## config.mk

```make
export PLATFORM = sky130hd
export DESIGN_NAME = crc_engine
export DESIGN_NICKNAME = d
export VERILOG_FILES = /design/src/rtl/crc_pkg.sv /design/src/rtl/crc_step_unroll.sv /design/src/rtl/crc_engine.sv
export SDC_FILE = /design/constraint.sdc
export NUM_CORES = 1
export LEC_CHECK = 0
export ABC_AREA = 1
export CORE_MARGIN = 2
export CORE_UTILIZATION = 44
export DETAILED_ROUTE_END_ITERATION = 10
export PLACE_DENSITY = 0.87
export SKIP_LAST_GASP = 1
export SYNTH_ARGS = -nofsm -noshare
export SYNTH_HDL_FRONTEND = slang
export SYNTH_SLANG_ARGS = --single-unit
```

## constraint.sdc

```tcl
create_clock -name clk -period 1.2 [get_ports clk]
set_input_delay 0.18 -clock clk [delete_from_list [all_inputs] [get_ports clk]]
set_output_delay 0.18 -clock clk [all_outputs]
set_load 0.01 [all_outputs]
```

## src/rtl/crc_pkg.sv

```systemverilog
// crc_pkg: shared CRC state type, ISO14443 CRC_A/CRC_B constants and single-bit update.
package crc_pkg;
  typedef enum logic {IDLE, SHIFT} crc_state_e;
  localparam logic [15:0] CRC_A_POLY = 16'h1021;
  localparam logic [15:0] CRC_A_INIT = 16'h6363;
  localparam logic [15:0] CRC_A_XOR = 16'h0000;
  localparam logic [15:0] CRC_B_POLY = 16'h1021;
  localparam logic [15:0] CRC_B_INIT = 16'hFFFF;
  localparam logic [15:0] CRC_B_XOR = 16'hFFFF;
  // Reflected mode shifts right against the bit-reversed polynomial; r must be zero above width.
  function automatic logic [31:0] crc_step(input logic [31:0] r, input logic b, input int width,
                                           input logic [31:0] poly, input bit lsb_first);
    logic [31:0] rp, mask;
    logic fb;
    mask = 32'((64'd1 << width) - 64'd1);
    rp = {<<{poly}};
    rp = rp >> (32 - width);
    fb = b ^ (lsb_first ? r[0] : r[5'(width - 1)]);
    return lsb_first ? ((r >> 1) ^ (fb ? rp : 32'd0)) : (((r << 1) ^ (fb ? poly : 32'd0)) & mask);
  endfunction
endpackage

```

## src/rtl/crc_step_unroll.sv

```systemverilog
// crc_step_unroll: applies up to B single-bit CRC updates in one cycle, gated per bit by en.
module crc_step_unroll import crc_pkg::*; #(
  parameter int CRC_WIDTH = 16,
  parameter logic [CRC_WIDTH-1:0] POLY = CRC_A_POLY,
  parameter bit LSB_FIRST = 1'b1,
  parameter int B = 1
) (
  input  logic [CRC_WIDTH-1:0] crc_in,
  input  logic [B-1:0]         bits,
  input  logic [B-1:0]         en,
  output logic [CRC_WIDTH-1:0] crc_out
);
  logic [31:0] acc;
  always_comb begin
    acc = 32'(crc_in);
    for (int i = 0; i < B; i++) acc = en[i] ? crc_step(acc, bits[i], CRC_WIDTH, 32'(POLY), LSB_FIRST) : acc;
    crc_out = CRC_WIDTH'(acc);
  end
endmodule

```

## src/rtl/crc_engine.sv

```systemverilog
// crc_engine: parametrised CRC over valid/ready words; CRC_ENGINE_BIT_STREAM_EN adds legacy bit-serial data/sample input.
module crc_engine import crc_pkg::*; #(
  parameter int CRC_WIDTH = 16,
  parameter logic [CRC_WIDTH-1:0] POLY = CRC_A_POLY,
  parameter logic [CRC_WIDTH-1:0] INIT = CRC_A_INIT,
  parameter logic [CRC_WIDTH-1:0] XOR_OUT = CRC_A_XOR,
  parameter int DATA_WIDTH = 8,
  parameter int BITS_PER_CYCLE = 1,
  parameter bit LSB_FIRST = 1'b1,
  localparam int BW = $clog2(DATA_WIDTH + 1)
) (
  input  logic                  clk,
  input  logic                  rst,
  input  logic                  start,
  input  logic                  in_valid,
  output logic                  in_ready,
  input  logic [DATA_WIDTH-1:0] in_data,
  input  logic [BW-1:0]         in_bits,
`ifdef CRC_ENGINE_BIT_STREAM_EN
  input  logic                  data,
  input  logic                  sample,
  output logic                  sample_dropped,
`endif
  output logic                  busy,
  output logic [CRC_WIDTH-1:0]  crc,
  output logic                  crc_zero
);
  crc_state_e state_q, state_d;
  logic [CRC_WIDTH-1:0] crc_q, crc_d, step_out;
  logic [DATA_WIDTH-1:0] data_q, data_d;
  logic [BW-1:0] rem_q, rem_d, n, k;
  logic [BITS_PER_CYCLE-1:0] bits, en;
  logic accept;
  assign accept = state_q == IDLE && in_valid;
  assign n = (in_bits == '0 || in_bits > BW'(DATA_WIDTH)) ? BW'(DATA_WIDTH) : in_bits;
  assign k = rem_q > BW'(BITS_PER_CYCLE) ? BW'(BITS_PER_CYCLE) : rem_q;
  assign in_ready = state_q == IDLE;
  assign busy = state_q == SHIFT;
  assign crc = crc_q ^ XOR_OUT;
  assign crc_zero = crc_q == '0;
  // MSb-first words are left-aligned on capture so the stream always leaves from the top.
  always_comb
    for (int i = 0; i < BITS_PER_CYCLE; i++) begin
      bits[i] = LSB_FIRST ? data_q[i] : data_q[DATA_WIDTH-1-i];
      en[i] = BW'(i) < rem_q;
    end
  crc_step_unroll #(.CRC_WIDTH(CRC_WIDTH), .POLY(POLY), .LSB_FIRST(LSB_FIRST), .B(BITS_PER_CYCLE)) u_unroll (
    .crc_in(crc_q), .bits(bits), .en(en), .crc_out(step_out)
  );
  always_comb begin
    state_d = state_q;
    crc_d = crc_q;
    data_d = data_q;
    rem_d = rem_q;
    if (start) begin
      crc_d = INIT;
      state_d = IDLE;
      rem_d = '0;
    end
    if (accept) begin
      data_d = LSB_FIRST ? in_data : in_data << (BW'(DATA_WIDTH) - n);
      rem_d = n;
      state_d = SHIFT;
    end else if (state_q == SHIFT && !start) begin
      crc_d = step_out;
      data_d = LSB_FIRST ? data_q >> BITS_PER_CYCLE : data_q << BITS_PER_CYCLE;
      rem_d = rem_q - k;
      state_d = rem_q == k ? IDLE : SHIFT;
    end
`ifdef CRC_ENGINE_BIT_STREAM_EN
    else if (state_q == IDLE && sample && !start)
      crc_d = CRC_WIDTH'(crc_step(32'(crc_q), data, CRC_WIDTH, 32'(POLY), LSB_FIRST));
`endif
  end
  always_ff @(posedge clk)
    if (rst) begin
      state_q <= IDLE;
      crc_q <= INIT;
      data_q <= '0;
      rem_q <= '0;
    end else begin
      state_q <= state_d;
      crc_q <= crc_d;
      data_q <= data_d;
      rem_q <= rem_d;
    end
`ifdef CRC_ENGINE_BIT_STREAM_EN
  always_ff @(posedge clk)
    if (rst || start) sample_dropped <= 1'b0;
    else if (sample && (busy || accept)) sample_dropped <= 1'b1;
`endif
endmodule

```

==> metrics.txt, run 1 <==
outcome finished, violations left; failing checks negative setup slack; Highest Signal Layer met4; cells along the critical path nor4_2 -> nand2_1 -> nor2_1 -> buf_2; slack of the critical path -0.2716 ns; most frequent cells in the layout nand2_1 (54), buf_4 (37), dfxtp_2 (21), buf_2 (18), clkdlybuf4s50_1 (15); Cell Rows 21; Util after Layout roughly three quarters; number of global-route vias before repair roughly 1600; flop2flop setup slack -0.06 ns; total track usage 23.08%; drt pass-1 iters 4; CTS H-Tree Depth 2; Die Width between 60 and 70 um; leading post-synthesis cells by cell area dfxtp_1 (39%), nand2_1 (18%), o211ai_2 (6.6%); Clock transition at path regs approximately 0.09 ns; crit path DAT around 1.3 ns; antenna violations before repair 0; DP HPWL between 3000 and 4000 um; CP startpoint kind register; pin count of the biggest net entering global routing 13; CP peak stage delay 0.33 ns; DRT antenna net count 0; DRC viols 0; CP max stage cell dfxtp_2; Root Buffer Master clkbuf_4; fraction of layout instances using a drive strength above 1 a little under three fifths; fin crit period between 1 and 1.5 ns; EDFF count, synth 0; Max Root-Sink Buffers 2; Clock Latency Late Sink approximately 0.34 ns; cell count of the worst reg-to-reg path 8; pwr/cell area about 950 mW/mm^2; area grow syn2layout 67.05%; RD Place Congestion around 0.85; M1 wire length roughly 1800 um; register area between 600 and 700 um^2; met2 WL between 2000 and 3000 um; Slew @ Worst Pin approximately 0.26 ns; # clock sinks 29; footprint of the multi-input gates just over 0.001 mm^2; syn nets 222; FILL cells between 200 and 250; most common cell after layout, fill and taps aside nand2_1; Critical Path Fanout Max 2; Setup Skew approximately 0.0075 ns; Die Height between 60 and 70 um; Layout Nets 307; CTS tree done; initial core utilization about 46%; Critical Path Sink Type output port; Placement Setup Slack -0.3203 ns; DR iter-0 viols 66; Via density ~5; asr flop ratio synth 0%; FF-to-FF End crc[13]; ys flop type dfxtp_1; Synth warnings 0; cts hold-fix bufs 0; non-filler cells, final approximately 340; register area share after synthesis approximately two fifths; CP Class reg -> out; Final Setup Violations 12; Static Leakage between 1 and 1.5 nW; Placed Cells incl. Taps between 300 and 400; post-synthesis area per instance between 7 and 8 um^2; Hold Path Depth 3; wire length on met3 around 230 um; fmax a little under 700 MHz; CP required 1.02 ns; RSZ-0062 raised after global routing yes; grt ovf 0; synthesized cell area between 0.0015 and 0.002 mm^2; worst hold start in_data[7]; Worst VDD drop ~750 uV; first-pass GRT wire length 7162 um; wire per inst about 14 um; Total Negative Setup Slacks -0.5870 ns; slew margin rel. 82.51%; IO Pins 35; Worst Hold Class in -> reg; Yosys top cell area share between 30% and 40%; Reg-to-Reg Start rem_q[2]; Core ar. 0.003311 mm^2; Port Buf Inserts 34; Hold Fails Final Rpt 0; drt total wl between 4000 and 5000 um; Synth area leader dfxtp_1; DIE AREA 0.003911 mm^2; number of CTS-inserted buffers 5; synth unique cells 26; Seq cells post-synth 29; ant diodes 0; Slew Limit Fails 0; fin crit share 122.6%; Hold EP data_q[7]; DR vias about 1700; Max-Cap Viols 0; Gate Count Post-Synth approximately 200
==> through the flow <==
stage / hold WS, ns / power, W / instance area, um^2
3_5_place_dp: 0.4584 / 0.001652 / 2166
6_report: 0.3995 / 0.002401 / 2519
5_1_grt: 0.4251 / 0.002508 / 2519
2_1_floorplan: 0.3272 / 0.001373 / 1524
4_1_cts: 0.3958 / 0.002265 / 2323
3_3_place_gp: 0.4512 / 0.001632 / 2166
==> what timing repair did <==
action                                 CTS  global route
gates cloned                             1             0
resized for setup                      104            64
setup endpoints to repair               32            34
pin swaps                               13            24
setup buffers                            6             5
endpoints found under the hold margin    0             0
==> routing by layer <==
metal / vias up / track usage (%)
li1: 845 / -
met1: 787 / 24.15
met2: 61 / 41.13
met3: 19 / 6.847
met4: 0 / 12.78
met5: - / 0
==> worst max path at each step <==
stage	startpoint	endpoint	slack (ns)	cells past startpoint
3_5_place_dp	crc[0]	crc_zero	-0.32	4
2_1_floorplan	rem_q[2]	rem_q[2]	-0.04	11
3_3_place_gp	crc[0]	crc_zero	-0.30	4
6_report	crc[3]	crc_zero	-0.27	4
5_1_grt	crc[3]	crc_zero	-0.35	4
4_1_cts	crc[10]	crc_zero	-0.24	4
==> power by group <==
part | total [W] | internal [W] | leakage (nW) | switching, W
clock network | 0.000572 | 0.000222 | 0.0320 | 0.000349
registers | 0.00107 | 0.00102 | 0.240 | 0.0000432
logic | 0.000762 | 0.000360 | 0.850 | 0.000402
==> Yosys cell counts (2+ instances only) <==
| library cell | count |
|---|---|
| nand2_1 | 71 |
| dfxtp_1 | 29 |
| inv_1 | 15 |
| nor2_1 | 11 |
| a31oi_1 | 9 |
| o21ai_0 | 9 |
| a21oi_2 | 8 |
| o211ai_2 | 8 |
| a21oi_1 | 6 |
| inv_2 | 6 |
| nand3_1 | 4 |
| nor4_1 | 4 |
| buf_6 | 3 |
| nand2_2 | 3 |
| nand2_4 | 3 |
| nand3b_1 | 3 |
| clkbuf_1 | 2 |
| ha_1 | 2 |
==> state kept, by name (all words and copies together) (netlist names) <==
register	count
data_q	8
busy	1
crc	16
rem_q	4
==> cells by family (layout without fill, tap and decap cells) <==
| family | count (synthesis) | count (layout) | share of synthesized area [%] |
|---|---|---|---|
| and+or+nand+nor | 102 | 103 | 29.88 |
| AOI/OAI and AO/OA | 43 | 43 | 21.41 |
| DFF | 29 | 29 | 38.51 |
| buffers and inverters | 28 | 113 | 8.547 |
| adders and majority gates | 2 | 2 | 1.659 |
==> critical path: cells and delay by family, from the launching register on <==
| family | cells | cell delay (ns) |
|---|---|---|
| buffers and inverters | 1 | 0.13 |
| DFF | 1 | 0.33 |
| and+or+nand+nor | 3 | 0.50 |
==> area by class of cell <==
class	instances	share of cell area (%)
Tap cell	46	2.285
Inverter	23	4.073
Clock inverter	2	0.3974
Sequential cell	29	24.09
Multi-Input combinational cell	148	40.88
Timing Repair Buffer	82	26.63
Clock buffer	6	1.639
No activity file was read; power rests on OpenSTA's default activity.
==> run 2, diff against run 1 <==
--- a/config.mk
+++ b/config.mk
@@ -9,6 +9,7 @@
 export CORE_MARGIN = 2
 export CORE_UTILIZATION = 44
 export DETAILED_ROUTE_END_ITERATION = 10
+export GPL_TIMING_DRIVEN = 0
 export PLACE_DENSITY = 0.87
 export SKIP_LAST_GASP = 1
 export SYNTH_ARGS = -nofsm -noshare
==> metrics.txt, run 2 (synthesis gave the netlist of run 1 again) <==
outcome finished, violations left; failing checks negative setup slack; fin crit share 124.9%; DIE AREA 0.003911 mm^2; Setup Skew ~0.0076 ns; worst hold start in_data[6]; total power around 0.0023 W; CTS H-Tree Depth 2; wire per inst about 14 um; Final Setup Violations 18; DR vias about 1600; Slew Limit Fails 0; Int Power about 0.0015 W; number of global-route vias before repair around 1500; drt total wl between 4000 and 5000 um; Clock Latency Late Sink roughly 0.34 ns; Reg-to-Reg Start rem_q[2]; Max Root-Sink Buffers 2; CP peak stage delay about 0.37 ns; Hold Fails Final Rpt 0; fmax about 670 MHz; slew margin rel. a little under 50%; DRT antenna net count 0; initial core utilization 45.54%; number of CTS-inserted buffers 5; first-pass GRT wire length 6486 um; DRC viols 0; cells along the critical path nor4_1 -> nand2_1 -> nor2_1 -> buf_2; fin crit period ~1.5 ns; CP top delay family simple AND/OR/NAND/NOR gates; Die Height between 60 and 70 um; crit path DAT approximately 1.3 ns; Via density between 5 and 6; total track usage between 20% and 30%; Layout Nets 282; Placement Setup Slack -0.4450 ns; Placed Cells incl. Taps 284; CP Class reg -> out; RD Place Congestion a little under 0.8; CP max stage cell dfxtp_4; Clock transition at path regs around 0.09 ns; Max-Cap Viols 0; Post-Place Cell Area approximately 0.0019 mm^2; Root Buffer Master clkbuf_4; Core ar. about 0.0033 mm^2; Seq pwr share approximately 47%; Slew @ Worst Pin around 0.76 ns; CP required roughly 1 ns; logic gate share of total power between 20% and 30%; Largest register FFs 16; Port Buf Inserts 34; Worst Hold Class in -> reg; most frequent cells in the layout nand2_1 (63), dfxtp_2 (16), clkdlybuf4s50_1 (14), inv_1 (13), buf_4 (13); DR iter-0 viols between 90 and 100; Switching Share around a third; most common cell after layout, fill and taps aside nand2_1; DP HPWL 2677 um; Critical Path Sink Type output port; FILL cells 280; Static Leakage between 0.9 and 1 nW; ant diodes 0; slack of the critical path -0.2984 ns; pwr/cell area a little under 1000 mW/mm^2; Worst VDD drop just under 600 uV; Clock power frac roughly 25%; area grow syn2layout 54.19%; Critical Path Fanout Max 5; sw power 0.0007577 W; # clock sinks 29; grt ovf 0; IO Pins 35; CTS tree done; fin area ~0.0023 mm^2; CP startpoint crc[4]; CP startpoint kind register; Cell Rows 21; pin count of the biggest net entering global routing 11; Die Width between 60 and 70 um; crit path buf inv count 1; drt pass-1 iters 4; cts hold-fix bufs 0; Total Negative Setup Slacks -0.8414 ns; RSZ-0062 raised after global routing yes; non-filler cells, final ~310; fraction of layout instances using a drive strength above 1 39.25%; antenna violations before repair 0
-- run 2: changes by cell type in the layout (fill, tap and decap cells not counted), sizes merged --
cell / delta
buf: -45
clkdlybuf4s15: +6
clkdlybuf4s50: -1
clkbuf: +5
nand2: -1
clkinvlp: +1
dlygate4sd2: +10
-- run 2: final timing paths --
kind / to / slack [ns] / cells after the start
min reg2reg: data_q[7] / 0.47 / 2
max: crc_zero / -0.30 / 4
max reg2reg: rem_q[2] / -0.06 / 11
min: data_q[6] / 0.42 / 3
-- run 2: per-stage QoR --
step	util [%]	hold WS (ns)
6_report	70.22	0.4192
3_3_place_gp	58.05	0.4531
3_5_place_dp	58.05	0.4637
5_1_grt	70.22	0.4192
2_1_floorplan	-	0.3272
4_1_cts	62.47	0.4000
-- run 2: tightest hold or removal path: cells and delay by family --
family,cells,cell delay (ns)
compound gates,1,0.07
buf+inv,1,0.39
simple gates,1,0.06
-- run 2: repair_timing --
| action | 4_1_cts | 5_1_grt |
|---|---|---|
| pin swaps | 6 | 14 |
| gates cloned | 0 | 3 |
| setup endpoints to repair | 47 | 33 |
| buffers inserted | 10 | 6 |
| gates resized for setup | 51 | 53 |
-- run 2: per-layer routing --
layer  vias up  part of all wire, %  track usage [%]
met3        10                  5.4            6.486
met5         -                    0                0
met2        57                   52            37.50
met1       761                   40            22.73
met4         0                  2.6            7.500
li1        797                    -                -
-- run 2: layout make-up --
cell class	instances	area, um^2	share of cell area (%)
Multi-Input combinational cell	147	949.7	40.85
Sequential cell	29	619.3	26.64
Timing Repair Buffer	52	478.0	20.56
Inverter	23	111.4	4.790
Tap cell	46	57.56	2.476
Buffer	5	50.05	2.153
Clock buffer	6	41.29	1.776
Clock inverter	2	10.01	0.4306
Timing Repair inverter	1	7.507	0.3229
-- run 2: power by group through the flow --
stage          Combinational (W)  Sequential, W  Clock [W]
3_3_place_gp            0.000452        0.00109          0
6_report                0.000630        0.00108   0.000575
5_1_grt                 0.000686        0.00109   0.000650
2_1_floorplan           0.000277        0.00110          0
3_5_place_dp            0.000462        0.00110          0
4_1_cts                 0.000481        0.00108   0.000584
==> patch 1: new RTL, flow settings as in run 1 <==
Set the parameter `DATA_WIDTH` to 4 (it was 8).
--- a/src/rtl/crc_engine.sv
+++ b/src/rtl/crc_engine.sv
@@ -4,7 +4,7 @@
   parameter logic [CRC_WIDTH-1:0] POLY = CRC_A_POLY,
   parameter logic [CRC_WIDTH-1:0] INIT = CRC_A_INIT,
   parameter logic [CRC_WIDTH-1:0] XOR_OUT = CRC_A_XOR,
-  parameter int DATA_WIDTH = 8,
+  parameter int DATA_WIDTH = 4,
   parameter int BITS_PER_CYCLE = 1,
   parameter bit LSB_FIRST = 1'b1,
   localparam int BW = $clog2(DATA_WIDTH + 1)
Interface: changed (resized in_bits and in_data); port bits go from 35 to 30. The function was not compared with the original's and may differ.
==> patch 1 against run 1 <==
Area after synthesis is 12% lower. Combinational power is 25% lower. Clock skew hardly changed. Wire length is 5.2% lower. Utilization is 1.1 points lower. Worst setup slack better by 4.5 ps. The flow finishes with violations (design-rule violations, negative setup slack). Final cell count is 12% lower. Final area is 16% lower. Sequential cell count is 5 lower. Sequential power is 19% lower. Total power is 21% lower. Critical path depth is 1 higher. Largest cell class unchanged.
==> patch 1: results (changes against run 1) <==
run_status:
  status: "finished, violations left"
  violations: "design-rule violations, negative setup slack"
synthesis:
  yosys_warnings: 0  # unchanged
  seq_area_frac_synth_pct: 36.2  # -2.3 points
  async_flop_share_pct: 0  # unchanged
  synth_cells: 196  # -3.9%
  syn_nets: 210  # -5.4%
  synthTopCellsByCount: "nand2_1, inv_1, nand3_1"
  ys.flop_type: "dfxtp_1"
  yosysUniqueCellTypes: 24  # -7.7%
  ys_top_cells_by_area: "dfxtp_1, nand2_1, nand3_1"
detailed_routing:
  via_per_inst: 5.49  # +7.7%
  wl_per_cell_um: 15.6  # +7.6%
  drc: 3  # +3
  first_pass_iters: 8  # +4
  drt-initial-drc-count: 100  # +52%
power_and_ir_drop:
  p_int_w: 0.00129  # -20%
  p_leak_nw: 0.964  # -14%
  ir_drop_mv: 0.714  # -4.6%
placed_design:
  place_congestion: 0.832  # -2.3%
  placed_area_mm2: 0.00192  # -11%
  port-buffer-count: 29  # -15%
  pre_cts_ws_ps: -433  # -112 ps
  dp_cells: 287  # -9.5%
  dp_hpwl_um: 2540  # -16%
finish:
  diodes: 0  # unchanged
  drive_gt1_share_pct: 44.9  # -11 points
  largest_reg_flops: 16  # unchanged
  nNetsFinal: 280  # -8.8%
  instances_no_fill: 296  # -12%
cts:
  clk_path_buf_depth: 2  # unchanged
  clk_latency_ps: 340  # about the same
  cts-root-buf: "clkbuf_4"
  numCtsBuffers: 3  # -2
  path_clk_slew_ps: 140  # +50 ps
  htreeDepth: 1  # -1
worst_setup_path:
  slowest_delay_ps: 350  # +20 ps
  worstPathMaxFanout: 2  # unchanged
  slowest_stage: "dfxtp_2"
  crit_arrival_ps: 1290  # about the same
sta:
  max_slew_margin_pct: 79.8  # -2.7 points
  setup_viol: 2  # -10
  finClkSkew_ps: 7.69  # +0.224 ps
  layout_setup_ws_ps: -267  # +4.54 ps
  timing.setup.tns_ps: -288  # +299 ps
worst_hold_path:
  hold_class: "in -> reg"
grt:
  antenna_found_initial: 0  # unchanged
  grt.overflow.total: 0  # unchanged
  grt_max_degree: 14  # +1
  first_global_vias: 1499  # -8.3%
  gr-usage-all-layers_pct: 24.6  # +1.5 points
  grt_pass1_wl_um: 6610  # -7.7%
patch 1: cell types whose count changed after synthesis, sizes merged, moves of 3 or more:
cell and delta:
nor4 -4, inv +9, dfxtp -5, nor2 +10, o21ai +6, nand3 +24
a31oi -7, nand3b -3, o211ai -9, nand2 -28
patch 1: what timing repair did:
item                       4_1_cts  5_1_grt
hold buffers                     0        0
setup endpoints to repair       28       20
pin swaps                        4       16
cloned                           0        0
setup buffers                    3        3
gates resized for setup         91       42
patch 1: power groups by stage:
stage	clock, W	combinational [W]	sequential [W]
3_3_place_gp	0	0.000456	0.000878
2_1_floorplan	0	0.000221	0.000897
5_1_grt	0.000510	0.000611	0.000877
4_1_cts	0.000456	0.000472	0.000867
6_report	0.000457	0.000572	0.000871
3_5_place_dp	0	0.000467	0.000880
patch 1: area by class of cell:
| cell class | instances | area (um^2) |
|---|---|---|
| Clock buffer | 4 | 36.3 |
| Fill cell | 181 | 702 |
| Inverter | 31 | 124 |
| Multi-Input combinational cell | 137 | 828 |
| Sequential cell | 24 | 515 |
| Tap cell | 31 | 38.8 |
| Timing Repair Buffer | 69 | 561 |
patch 1: through the flow:
step	power (W)	hold WS [ps]
2_1_floorplan	0.00112	242
3_3_place_gp	0.00133	452
3_5_place_dp	0.00135	457
4_1_cts	0.00180	393
5_1_grt	0.00200	364
6_report	0.00190	318
patch 1: final timing paths:
path                                  from         to  slack [ps]  depth (start not counted)
worst max-delay path                crc[3]   crc_zero        -270                          5
worst max register to register    rem_q[2]   rem_q[2]         -20                          7
worst min register to register   data_q[3]  data_q[3]         470                          2
worst min-delay path            in_bits[0]   rem_q[0]         320                          6
patch 1: kinds of logic after synthesis:
family | Yosys count | synth area share, %
flip-flops | 24 | 36.2
buffers and inverters | 35 | 11.3
AO/OA/AOI/OAI | 31 | 13.0
adder cells (fa/ha/maj) | 3 | 2.83
AND/OR/NAND/NOR | 103 | 36.6
patch 1: critical path, delay by kind of cell, from the launching register on:
family	cells	cell delay, ps
buffers and inverters	1	130
flip-flops	1	350
AND/OR/NAND/NOR	4	480
patch 1: layer usage:
metal | track usage, % | share of wire (%) | vias up
li1 | - | - | 766
met5 | 0 | 0 | -
met1 | 32.8 | 39 | 740
met3 | 4.18 | 9.8 | 17
met2 | 38.6 | 48 | 102
met4 | 11.4 | 3.4 | 0
==> patch 2: new RTL, config.mk and constraints of run 1 <==
Without the edit above. `data_q` no longer has a reset.
--- a/src/rtl/crc_engine.sv
+++ b/src/rtl/crc_engine.sv
@@ -76,14 +76,16 @@
     if (rst) begin
       state_q <= IDLE;
       crc_q <= INIT;
-      data_q <= '0;
       rem_q <= '0;
     end else begin
       state_q <= state_d;
       crc_q <= crc_d;
-      data_q <= data_d;
       rem_q <= rem_d;
     end
+
+  always_ff @(posedge clk) begin
+    data_q <= data_d;
+  end
 `ifdef CRC_ENGINE_BIT_STREAM_EN
   always_ff @(posedge clk)
     if (rst || start) sample_dropped <= 1'b0;
Formal check against the unedited RTL: no difference found for any inputs over 10 cycles, from zero or initial values and one cycle with rst high; that may be too few to reach the edited logic, so the function may still have changed.
==> patch 2 against run 1 <==
Wire length decreased by 2.0%. Total power shrank 4.8%. Largest power group unchanged. Non-clock buffer count down 6. Sequential cell count did not move. The flow still finishes with violations (negative setup slack). Largest cell class unchanged. Critical path depth up 2. Final area shrank 6.1%. Worst setup slack got worse by 50 ps. Clock skew increased by 13 ps. Area after synthesis down 0.41%.
==> patch 2: results (changes against run 1) <==
worst_setup_path:
  rr_startpoint: "rem_q[1]"
  slowest_stage: "dfxtp_1"
  r2r_end: "rem_q[2]"
  critPathLaunch: "crc[1]"
  crit_arrival_ps: 1340  # +50 ps
run_status:
  status: "finished, violations left"
  violations: "negative setup slack"
sta:
  max_slew_margin_pct: 82.4  # about the same
  timing.setup.tns_ps: -912  # -325 ps
  layout_setup_ws_ps: -321  # -49.8 ps
  finClkSkew_ps: 20.3  # +12.9 ps
  setup_viol: 16  # +4
power_and_ir_drop:
  p_leak_nw: 1.07  # -4.9%
  ir_drop_mv: 0.659  # -12%
grt:
  first_global_vias: 1500  # -8.3%
  grt_max_degree: 17  # +4
finish:
  nNetsFinal: 289  # -5.9%
  drive_gt1_share_pct: 47.8  # -7.7 points
synthesis:
  synth_cells: 190  # -6.9%
  synthTopCellsByCount: "nand2_1, inv_1, dfxtp_1"
  syn_nets: 208  # -6.3%
  ys_top_cells_by_area: "dfxtp_1, edfxtp_1, nand2_1"
  seq_area_frac_synth_pct: 44.0  # +5.5 points
placed_design:
  place_congestion: 0.814  # -4.4%
  dp_hpwl_um: 2630  # -13%
detailed_routing:
  drt-initial-drc-count: 97  # +47%
  first_pass_iters: 5  # +1
patch 2: cell type report:
cell class | count | area [um^2]
flip-flops and latches | 29 | 683
clock inverters | 3 | 12.5
repair buffers | 76 | 613
inverters | 27 | 124
multi-input cells | 132 | 837
well taps | 46 | 57.6
clock buffers | 5 | 37.5
fillers | 221 | 946
patch 2: where the power goes:
| part | switching [W] | total (W) | internal (W) |
|---|---|---|---|
| clock network | 0.000357 | 0.000569 | 0.000211 |
| logic | 0.000332 | 0.000611 | 0.000279 |
| registers | 0.0000330 | 0.00111 | 0.00107 |
patch 2: timing repair:
item / in CTS / in global routing
setup endpoints to repair: 29 / 50
pin swaps: 4 / 12
setup buffers: 6 / 7
gates resized for setup: 69 / 57
hold buffers: 0 / 0
cloned: 0 / 2
endpoints found under the hold margin: 0 / 0
patch 2: kinds of logic (layout without fill, tap and decap cells):
logic type | Yosys count | count (layout) | synth area share, %
compound gates | 26 | 26 | 10.8
fa+ha+maj | 2 | 2 | 1.67
buf+inv | 31 | 111 | 9.92
flops | 29 | 29 | 44.0
simple gates | 102 | 104 | 33.6
patch 2: worst max path at each step:
stage                     cells after the start  endpoint  slack, ps
final                                         6  crc_zero       -320
after global routing                          6  crc_zero       -360
after CTS                                     6  crc_zero       -280
after detailed placement                      6  crc_zero       -320
after global placement                        6  crc_zero       -310
after floorplan                               9  rem_q[2]         20
patch 2: through the flow:
stage          total power, W  cell area, um^2  hold slack, ps  util, %  setup WS, ps
6_report              0.00229             2360             449     71.4          -321
5_1_grt               0.00237             2360             488     71.4          -365
4_1_cts               0.00213             2200             457     66.6          -278
3_5_place_dp          0.00153             2090             491     63.1          -320
3_3_place_gp          0.00152             2090             486     63.1          -313
2_1_floorplan         0.00136             1510             325        -          23.1
patch 2: worst min-delay path: stages:
cell and delay [ps]:
clkdlybuf4s50_1 420, nand3_1 90, a31oi_1 80
patch 2: metal layers:
layer,wire length [um],vias up,global-route usage (%)
met5,0,-,0
met4,178,0,10.3
met3,217,17,3.78
met2,2400,66,36.0
met1,1970,784,25.3
li1,-,778,-
